==> src/rtl/router_pkg.sv <==
// Shared router helpers: index and credit-counter widths derived from block parameters.
package router_pkg;

    function automatic int lane_w(input int lanes);
        return (lanes > 1) ? $clog2(lanes) : 1;
    endfunction

    function automatic int credit_w(input int credits);
        return $clog2(credits + 1);
    endfunction

endpackage

==> src/rtl/rr_arbiter.sv <==
// Round-robin arbiter: first requester at or after ptr, wrapping at N (any N, not just powers of two).
module rr_arbiter
    import router_pkg::*;
#(
    parameter int N = 2,
    localparam int IW = lane_w(N)
) (
    input  logic [N-1:0]  req,
    input  logic [IW-1:0] ptr,
    output logic          grant_valid,
    output logic [IW-1:0] grant
);

    int idx;

    // Scan from farthest to nearest so the nearest requester is written last and wins.
    always_comb begin
        grant_valid = 1'b0;
        grant       = ptr;
        idx         = 0;
        for (int k = N - 1; k >= 0; k--) begin
            idx = int'(ptr) + k;
            if (idx >= N) idx = idx - N;
            if (req[idx[IW-1:0]]) begin
                grant_valid = 1'b1;
                grant       = idx[IW-1:0];
            end
        end
    end

endmodule

==> src/rtl/vc_output_scheduler.sv <==
// Drain-side VC scheduler: round-robin pop of credited, non-empty lanes into a one-cycle output register.
module vc_output_scheduler
    import router_pkg::*;
#(
    parameter int LANES      = 2,
    parameter int DATA_WIDTH = 32,
    parameter int CREDITS    = 5
) (
    input  logic                      clk,
    input  logic                      reset,
    input  logic [LANES-1:0]          lane_empty,
    input  logic [DATA_WIDTH-1:0]     lane_dout,
    output logic                      pop,
    output logic [$clog2(LANES)-1:0]  pop_lane,
    input  logic [LANES-1:0]          credit_return,
    output logic                      out_valid,
    output logic [$clog2(LANES)-1:0]  out_lane,
    output logic [DATA_WIDTH-1:0]     out_data,
    output logic                      credit_err
);

    localparam int IW = lane_w(LANES);
    localparam int CW = credit_w(CREDITS);
    localparam logic [CW-1:0] FULL = CW'(CREDITS);

    typedef logic [IW-1:0] lane_t;

    logic [CW-1:0]    credit [LANES];
    lane_t            rr_ptr;
    lane_t            grant;
    logic             grant_valid;
    logic [LANES-1:0] eligible;
    logic [LANES-1:0] granted;
    logic [LANES-1:0] err_hit;

    always_comb begin
        eligible = '0;
        for (int i = 0; i < LANES; i++)
            eligible[i] = !lane_empty[i] && (credit[i] != '0);
    end

    rr_arbiter #(.N(LANES)) u_arb (
        .req         (eligible),
        .ptr         (rr_ptr),
        .grant_valid (grant_valid),
        .grant       (grant)
    );

    // No pops leave the block while reset is held, whatever the lane state.
    assign pop      = grant_valid && reset;
    assign pop_lane = grant;

    always_comb begin
        granted = '0;
        err_hit = '0;
        for (int i = 0; i < LANES; i++) begin
            granted[i] = pop && (grant == IW'(i));
            err_hit[i] = credit_return[i] && !granted[i] && (credit[i] == FULL);
        end
    end

    // Grant and return in the same cycle cancel; an overflowing return saturates.
    always_ff @(posedge clk or negedge reset) begin
        if (!reset) begin
            for (int i = 0; i < LANES; i++) credit[i] <= FULL;
        end else begin
            for (int i = 0; i < LANES; i++) begin
                if (granted[i] && !credit_return[i])
                    credit[i] <= credit[i] - CW'(1);
                else if (!granted[i] && credit_return[i] && (credit[i] != FULL))
                    credit[i] <= credit[i] + CW'(1);
            end
        end
    end

    always_ff @(posedge clk or negedge reset) begin
        if (!reset) begin
            rr_ptr     <= '0;
            out_valid  <= 1'b0;
            out_lane   <= '0;
            out_data   <= '0;
            credit_err <= 1'b0;
        end else begin
            out_valid <= pop;
            if (pop) begin
                rr_ptr   <= (grant == IW'(LANES - 1)) ? '0 : grant + 1'b1;
                out_lane <= grant;
                out_data <= lane_dout;
            end
            if (|err_hit) credit_err <= 1'b1;
        end
    end

endmodule

==> config.mk <==
export PLATFORM = sky130hd
export DESIGN_NAME = vc_output_scheduler
export DESIGN_NICKNAME = d
export VERILOG_FILES = /design/src/rtl/router_pkg.sv /design/src/rtl/rr_arbiter.sv /design/src/rtl/vc_output_scheduler.sv
export SDC_FILE = /design/constraint.sdc
export NUM_CORES = 1
export LEC_CHECK = 0
export CAP_MARGIN = 20
export CORE_UTILIZATION = 42
export DETAILED_ROUTE_END_ITERATION = 7
export PLACE_DENSITY = 0.78
export REMOVE_ABC_BUFFERS = 1
export SLEW_MARGIN = 15
export SYNTH_ARGS = -nofsm -noshare
export SYNTH_HDL_FRONTEND = slang
export SYNTH_HIERARCHICAL = 1
export SYNTH_SLANG_ARGS = --single-unit
export TNS_END_PERCENT = 50
==> constraint.sdc <==
create_clock -name clk -period 4.6 [get_ports clk]
set_input_delay 0.46 -clock clk [delete_from_list [all_inputs] [get_ports clk]]
set_output_delay 0.46 -clock clk [all_outputs]
set_load 0.02 [all_outputs]
==> results.yml <==
routing:
  num_vias: 1405
  detail_route.first_pass.iterations: 4
  routed_via_density: 5.223
  wirelength_um: 4328
  detail-route-antenna-nets: 0
  routedWlPerCell_um: 16.09
  drt_iter0_drc: 61
  route.detailed.drc: 0
sta:
  drv_slew: 0
  tns_ns: 0
  setup_ws_ns: 1.419
  fin_worst_skew_ns: 0.006030
  finalHoldViolCount: 0
  timing.final.crit_period_ns: 3.181
  max_slew.worst_pin.slew_ns: 0.8481
  relSlewSlack_pct: 43.26
  rsz0062_at_grt: "false"
  fin_crit_sh_pct: 69.15
  maxClockFrequency_ghz: 0.3144
  setup_viol_count_final: 0
grt:
  grt_max_degree: 46
  grt_pass1_vias: 1466
  antenna_found_initial: 0
  grt_usage_pct: 19.70
  grt.overflow.total: 0
  grt_pass1_wl_um: 6589
final_layout:
  regArea_mm2: 0.001056
  multiInputGateArea_um2: 735.7
  syn_to_final_growth_pct: 45.15
  final_util_pct: 65.49
  final_common_cell: "clkdlybuf4s50_1"
  num-fill-cells: 324
  nNetsFinal: 259
  final_cell_mix: "clkdlybuf4s50_1, dfrtp_1, mux2_1"
  antenna_cells: 0
  drive_gt1_share_pct: 8.219
  layout.cells.non_filler: 269
synth:
  async_flop_share_pct: 100.0
  ys_seq_elements: 42
  ys_seq_area_share_pct: 56.87
  ys_types: 40
  synth_flop_cell: "dfrtp_1"
  synth_edf_count: 0
  syn-mean-instance-area_um2: 12.98
  postSynthCellCount: 143
  synth_area_mm2: 0.001857
  yosysWarnings: 6
worst_setup_path:
  critPathLaunchType: "register"
  crit_arrival_ns: 2.72
  rr_worst_depth: 11
  r2r_start: "credit[0]"
  cp.required_ns: 4.14
  cp_max_fo: 35
  r2r_setup_slack_ns: 1.77
  startpoint: "credit[0]"
  crit_type: "reg2out"
  r2r-end: "credit[2]"
  cp-end-kind: "primary output"
outcome:
  status: "finished, final reports clean"
clock_network:
  cts_root_buffer: "clkbuf_8"
  holdBufCountCts: 0
  numCtsBuffers: 5
  cts_setup_buffers: 0
  tritoncts: "done"
  h-tree-depth: 2
  clk_pin_slew_worst_paths_ns: 0.08
  cts.sinks: 42
  cts_resized: 0
  cts_buffer_depth: 2
  clk_latency_ns: 0.29
hold_path:
  min_path_type: "in2async"
pwr:
  vdd_drop_max_v: 0.0003225
  power_density_mw_per_mm2: 543.8
  p_leak_nw: 1.117
die:
  ios: 75
  dieArea_mm2: 0.004691
  coreArea_mm2: 0.004115
  fp.dieH_um: 68.49
  die_x_um: 68.49
  initial_core_util_pct: 45.12
  rows: 23
placement:
  hpwlAfterDp_um: 3179
  dp.cells: 262
  place_ws_ns: 1.463
  port_buffers: 74
  gp_congestion: 0.7777
run:
  drv_cap: 0
layer usage:
metal | global-route usage [%] | vias up | wire [µm]
met1 | 20.96 | 684 | 1651
met3 | 3.289 | 17 | 179
li1 | - | 654 | -
met2 | 35.78 | 50 | 2353
met5 | 0 | - | 0
met4 | 12.50 | 0 | 143
metrics by stage:
stage | hold WS (ns) | power, mW | instance area, µm²
3_3_place_gp | 0.4548 | 1.210 | 2616
6_report | 0.2823 | 1.466 | 2695
3_5_place_dp | 0.4707 | 1.250 | 2616
4_1_cts | 0.3012 | 1.477 | 2695
2_1_floorplan | 0.1644 | 0.9482 | 1810
5_1_grt | 0.3323 | 1.561 | 2695
synth_stat cells (all sizes together) (2+ instances only):
master  count  area [µm²]
dfrtp      38       950.9
mux2       32       360.4
nand2      10       40.04
nor2        7       26.28
o21ai       6       30.02
inv         5       18.77
buf         4       38.78
dfstp       4       105.1
a21oi       3       15.01
nand3       3       20.02
o211ai      3       22.52
clkbuf      2       7.510
nor3        2       10.01
o22ai       2       12.51
xor2        2       17.52
worst max-delay path by stage:
stage,slack [ns],to,depth (start not counted)
2_1_floorplan,1.96,credit[2],11
3_3_place_gp,1.57,pop,6
3_5_place_dp,1.46,pop,6
4_1_cts,1.38,pop,6
5_1_grt,1.20,pop,6
6_report,1.42,pop,6
where the power goes:
| part | switching, mW | internal [mW] |
|---|---|---|
| logic | 0.328 | 0.326 |
| clock network | 0.117 | 0.102 |
| registers | 0.0935 | 0.500 |
sequential cells by signal, summed over array words and instances (netlist names):
name,flops
credit,6
credit_err,1
out_data,32
out_lane,1
out_valid,1
rr_ptr,1
cell type report:
cell class,count,area share [%]
Clock inverter,2,0.3714
Clock buffer,5,2.553
Inverter,5,0.6964
Sequential cell,42,39.18
Timing Repair Buffer,75,27.58
Multi-Input combinational cell,90,27.30
Tap cell,50,2.321
worst max-delay path, stage by stage (launching register included):
cell and delay (ns):
dfstp_2 0.59, nor3_1 0.07, nor2_1 0.15, or2_1 0.25, nand2_2 0.53, inv_2 0.21, clkdlybuf4s50_1 0.63
logic make-up after synthesis:
logic type	synth area share, %
adders and majority gates	1.752
buffers and inverters	3.504
DFF	56.87
and+or+nand+nor	8.290
muxes	19.41
AOI/OAI and AO/OA	8.760
xor gates and xnor gates	1.415
No activity file was read; power rests on OpenSTA's default activity.
==> RTL change 1, RTL diff (same flow settings) <==
Make the reset (`reset`) synchronous in 2 clocked blocks.
--- a/src/rtl/vc_output_scheduler.sv
+++ b/src/rtl/vc_output_scheduler.sv
@@ -60,7 +60,7 @@
     end
 
     // Grant and return in the same cycle cancel; an overflowing return saturates.
-    always_ff @(posedge clk or negedge reset) begin
+    always_ff @(posedge clk) begin
         if (!reset) begin
             for (int i = 0; i < LANES; i++) credit[i] <= FULL;
         end else begin
@@ -73,7 +73,7 @@
         end
     end
 
-    always_ff @(posedge clk or negedge reset) begin
+    always_ff @(posedge clk) begin
         if (!reset) begin
             rr_ptr     <= '0;
             out_valid  <= 1'b0;
Behaviour: differs if reset is asserted again (counterexample within 4 cycles, from zero or initial values and one cycle with reset low); with reset held inactive, the same outputs for 10 cycles.
==> RTL change 1 against the unedited design <==
  * Synthesized area fell by 1.5%
  * Setup slack got worse by 210 ps
  * Utilization rose by 0.92 points
  * Clock skew barely moved
  * Routed wire length fell by 12%
  * Design area rose by 0.70%
  * Sequential cell count did not move
  * Worst hold slack improved by 200 ps
  * Largest cell class unchanged
Power is not compared: it rests on default switching activity, and its combinational part moved more than twofold at a synthesized area within 25%.
==> RTL change 1: results (changes against the unedited design) <==
metric;value;unit;change
WL final;3790;um;-12%
Worst Skew;5.92;ps;-0.106 ps
Synth area leaders;dfxtp_1 39%, mux2i_1 18%, nor2b_1 11%, edfxtp_1 9.9%, ha_1 2.7%;;
r2r setup slk;1660;ps;-110 ps
layout cells sized above 1;0.0531;;-0.0291
first-pass GRT wire length;5910;um;-10%
ys async rst share;0;;-1.00
CP arrival;2930;ps;+210 ps
Post-Synth XOR/XNOR Area;0.00958;;-0.00457
M1 wire length;1710;um;+3.3%
mux cell area share after synthesis;0.175;;-0.0188
Syn Inst Count;170;;+19%
vias in the first global route;1319;;-10%
Tot GR Track Use;0.178;;-0.0188
Wirelength per Cell;12.9;um;-20%
HP Class;flop to flop;;
slowest stage delay, CP;600;ps;-30 ps
placer's final routability congestion estimate;0.808;;+3.9%
status;complete, no violations;;
initial DRC count;60;;-1.6%
CP Launch Point;credit[1][0];;
routed length on met2;1640;um;-30%
met3 wire length;385;um;+120%
routing usage on met3;0.0867;;+0.0538
met2 Usage GRT;0.245;;-0.113
Worst path top cell family by delay;buffers and inverters;;
R2R cell count;12;;+1
post-DR vias/cell;4.91;;-6.0%
CP Max Fanout;21;;-40%
RTL change 1: cell types whose count changed after synthesis, sizes merged, moves of 3 or more:
cell | before | now
mux2 | 32 | 0
nor2 | 7 | 3
ha | 1 | 4
dfstp | 4 | 0
dfrtp | 38 | 0
edfxtp | 0 | 6
mux2i | 0 | 32
nor2b | 1 | 32
dfxtp | 0 | 36
RTL change 1: cell type report:
cell class,instances,area [sq um]
clock buffers,5,68.8
flip-flops and latches,42,901
well taps,50,62.6
clock inverters,3,43.8
inverters,7,26.3
fillers,349,1370
repair buffers,76,756
multi-input cells,112,856
RTL change 1: per-stage QoR:
step	total power, mW	setup slack, ps	hold WS, ps	cell area [sq um]
after floorplan	0.575	1230	495	1780
after global placement	0.681	1300	467	2600
after detailed placement	0.683	1290	479	2600
after CTS	0.980	1170	499	2710
after global routing	1.02	969	515	2710
final	0.969	1210	487	2710
RTL change 1: power by group:
part	internal (mW)	switching [mW]
clock network	0.163	0.131
registers	0.411	0.0228
logic	0.127	0.114
total	0.701	0.268
==> RTL change 2, RTL diff (same settings) <==
Without the edit above. Change the parameter `LANES` from 2 to 4.
--- a/src/rtl/vc_output_scheduler.sv
+++ b/src/rtl/vc_output_scheduler.sv
@@ -2,7 +2,7 @@
 module vc_output_scheduler
     import router_pkg::*;
 #(
-    parameter int LANES      = 2,
+    parameter int LANES      = 4,
     parameter int DATA_WIDTH = 32,
     parameter int CREDITS    = 5
 ) (
Ports: changed (resized credit_return, lane_empty, out_lane and pop_lane); port bits go from 75 to 81. The function was not compared with the original's and may differ.
==> RTL change 2 against the unedited design <==
  * Sequential cell count increased by 8
  * Synthesized area rose by 34%
  * Power grew 25%
  * Final cell count up 38%
  * Routed wire length grew 27%
  * Via count rose by 38%
  * Worst hold slack worse by 19 ps
  * Clock power grew 12%
  * Critical path depth increased by 7
  * Setup slack worse by 180 ps
  * Design area is 28% higher
==> RTL change 2: results (changes against the unedited design) <==
metric;value;unit;change
maximum vdd drop;0.000262;V;-19%
adder-cell area share of the yosys netlist;0.0493;;+0.0318
top flop regs;out_data: 32 flops, credit: 12 flops;;
RR Startpoint;credit[2];;
initial DRC count;133;;+120%
routed length on met2;2890;um;+23%
Synth area leaders;dfrtp_1 42%, mux2_2 15%, dfstp_2 8.4%, ha_1 2.5%, fa_1 2.4%;;
Compound-Gate Fraction of Synth Area;0.114;;+0.0260
worst slew pin tran;850;ps;+1.78 ps
DR vias;1932;;+38%
Worst Skew;7.93;ps;+1.90 ps
Layout Nets;349;;+35%
DP HPWL;4220;um;+33%
met3 wire length;161;um;-10%
Wirelength per Cell;14.8;um;-8.0%
Seq/Total Area, Yosys;0.507;;-0.0619
Post-Synth XOR/XNOR Area;0.0176;;+0.00345
routing usage on met3;0.0368;;+0.00389
# fillers;476;;+47%
WS Path Type;flop to flop;;
Tot GR Track Use;0.192;;-0.00533
vias in the first global route;1994;;+36%
largest net degree at the start of global routing;38;;-17%
met2 Usage GRT;0.341;;-0.0173
met1 Use GR;0.225;;+0.0150
# port buffers;80;;+8.1%
first-pass GRT wire length;9180;um;+39%
slowest stage delay, CP;570;ps;-60 ps
slowest CP cell;dfstp_2;;
Distinct cells, synth;49;;+23%
placer's final routability congestion estimate;0.799;;+2.8%
Commonest cells post-synth;42 x dfrtp_1, 33 x mux2_2, 16 x nand2_1, 16 x nor2_1, 11 x inv_1;;
status;complete, no violations;;
layout cells sized above 1;0.197;;+0.114
RTL change 2: cell families (layout without fill, tap and decap cells):
family                   after synthesis  after routing
multiplexers                          34             34
flip-flops                            50             50
buffers and inverters                 18            102
AND/OR/NAND/NOR                       60             60
AO/OA/AOI/OAI                         41             41
adder cells (fa/ha/maj)                8              8
XOR/XNOR                               5              5
RTL change 2: where the power goes:
group          internal [mW]  leakage (nW)  switching [mW]
Combinational          0.431         0.799           0.453
Sequential             0.593         0.576           0.112
Clock                  0.108        0.0385           0.138
RTL change 2: through the flow:
step | util | worst slack (ps) | instance area [sq um] | instances
after CTS | 0.614 | 1250 | 3440 | 372
final | 0.614 | 1240 | 3440 | 372
after detailed placement | 0.599 | 983 | 3360 | 364
after floorplan | - | 1400 | 2460 | 210
after global placement | 0.599 | 1070 | 3360 | 364
after global routing | 0.614 | 959 | 3440 | 372
RTL change 2: path summary, 6_finish.rpt:
check                               end  slack, ps  depth (start not counted)
max                           credit[5]       1240                         13
min                        out_data[16]        260                          1
max reg2reg                   credit[5]       1240                         13
min reg2reg                 out_data[9]        510                          1
max in group asynchronous     credit[3]       3500                          2
min in group clk            out_data[9]        510                          1
RTL change 2: area by class of cell:
cell class,count,share of cell area
tap,72,0.0262
clock buffer,7,0.0222
sequential,50,0.366
clock inverter,1,0.00218
multi-input combinational,148,0.334
inverter,12,0.0131
timing repair buffer,82,0.236
RTL change 2: worst reg2reg max path, stage by stage, from the launching register on:
cell and delay (ps):
dfstp_2 570, nor3_1 60, nor2_1 260, and3b_1 210
or4_1 460, nand2_1 140, ha_1 210, nand3_1 220
nor2_1 260, inv_1 90, fa_1 400, a21oi_1 170
a32o_1 180, a21oi_1 60
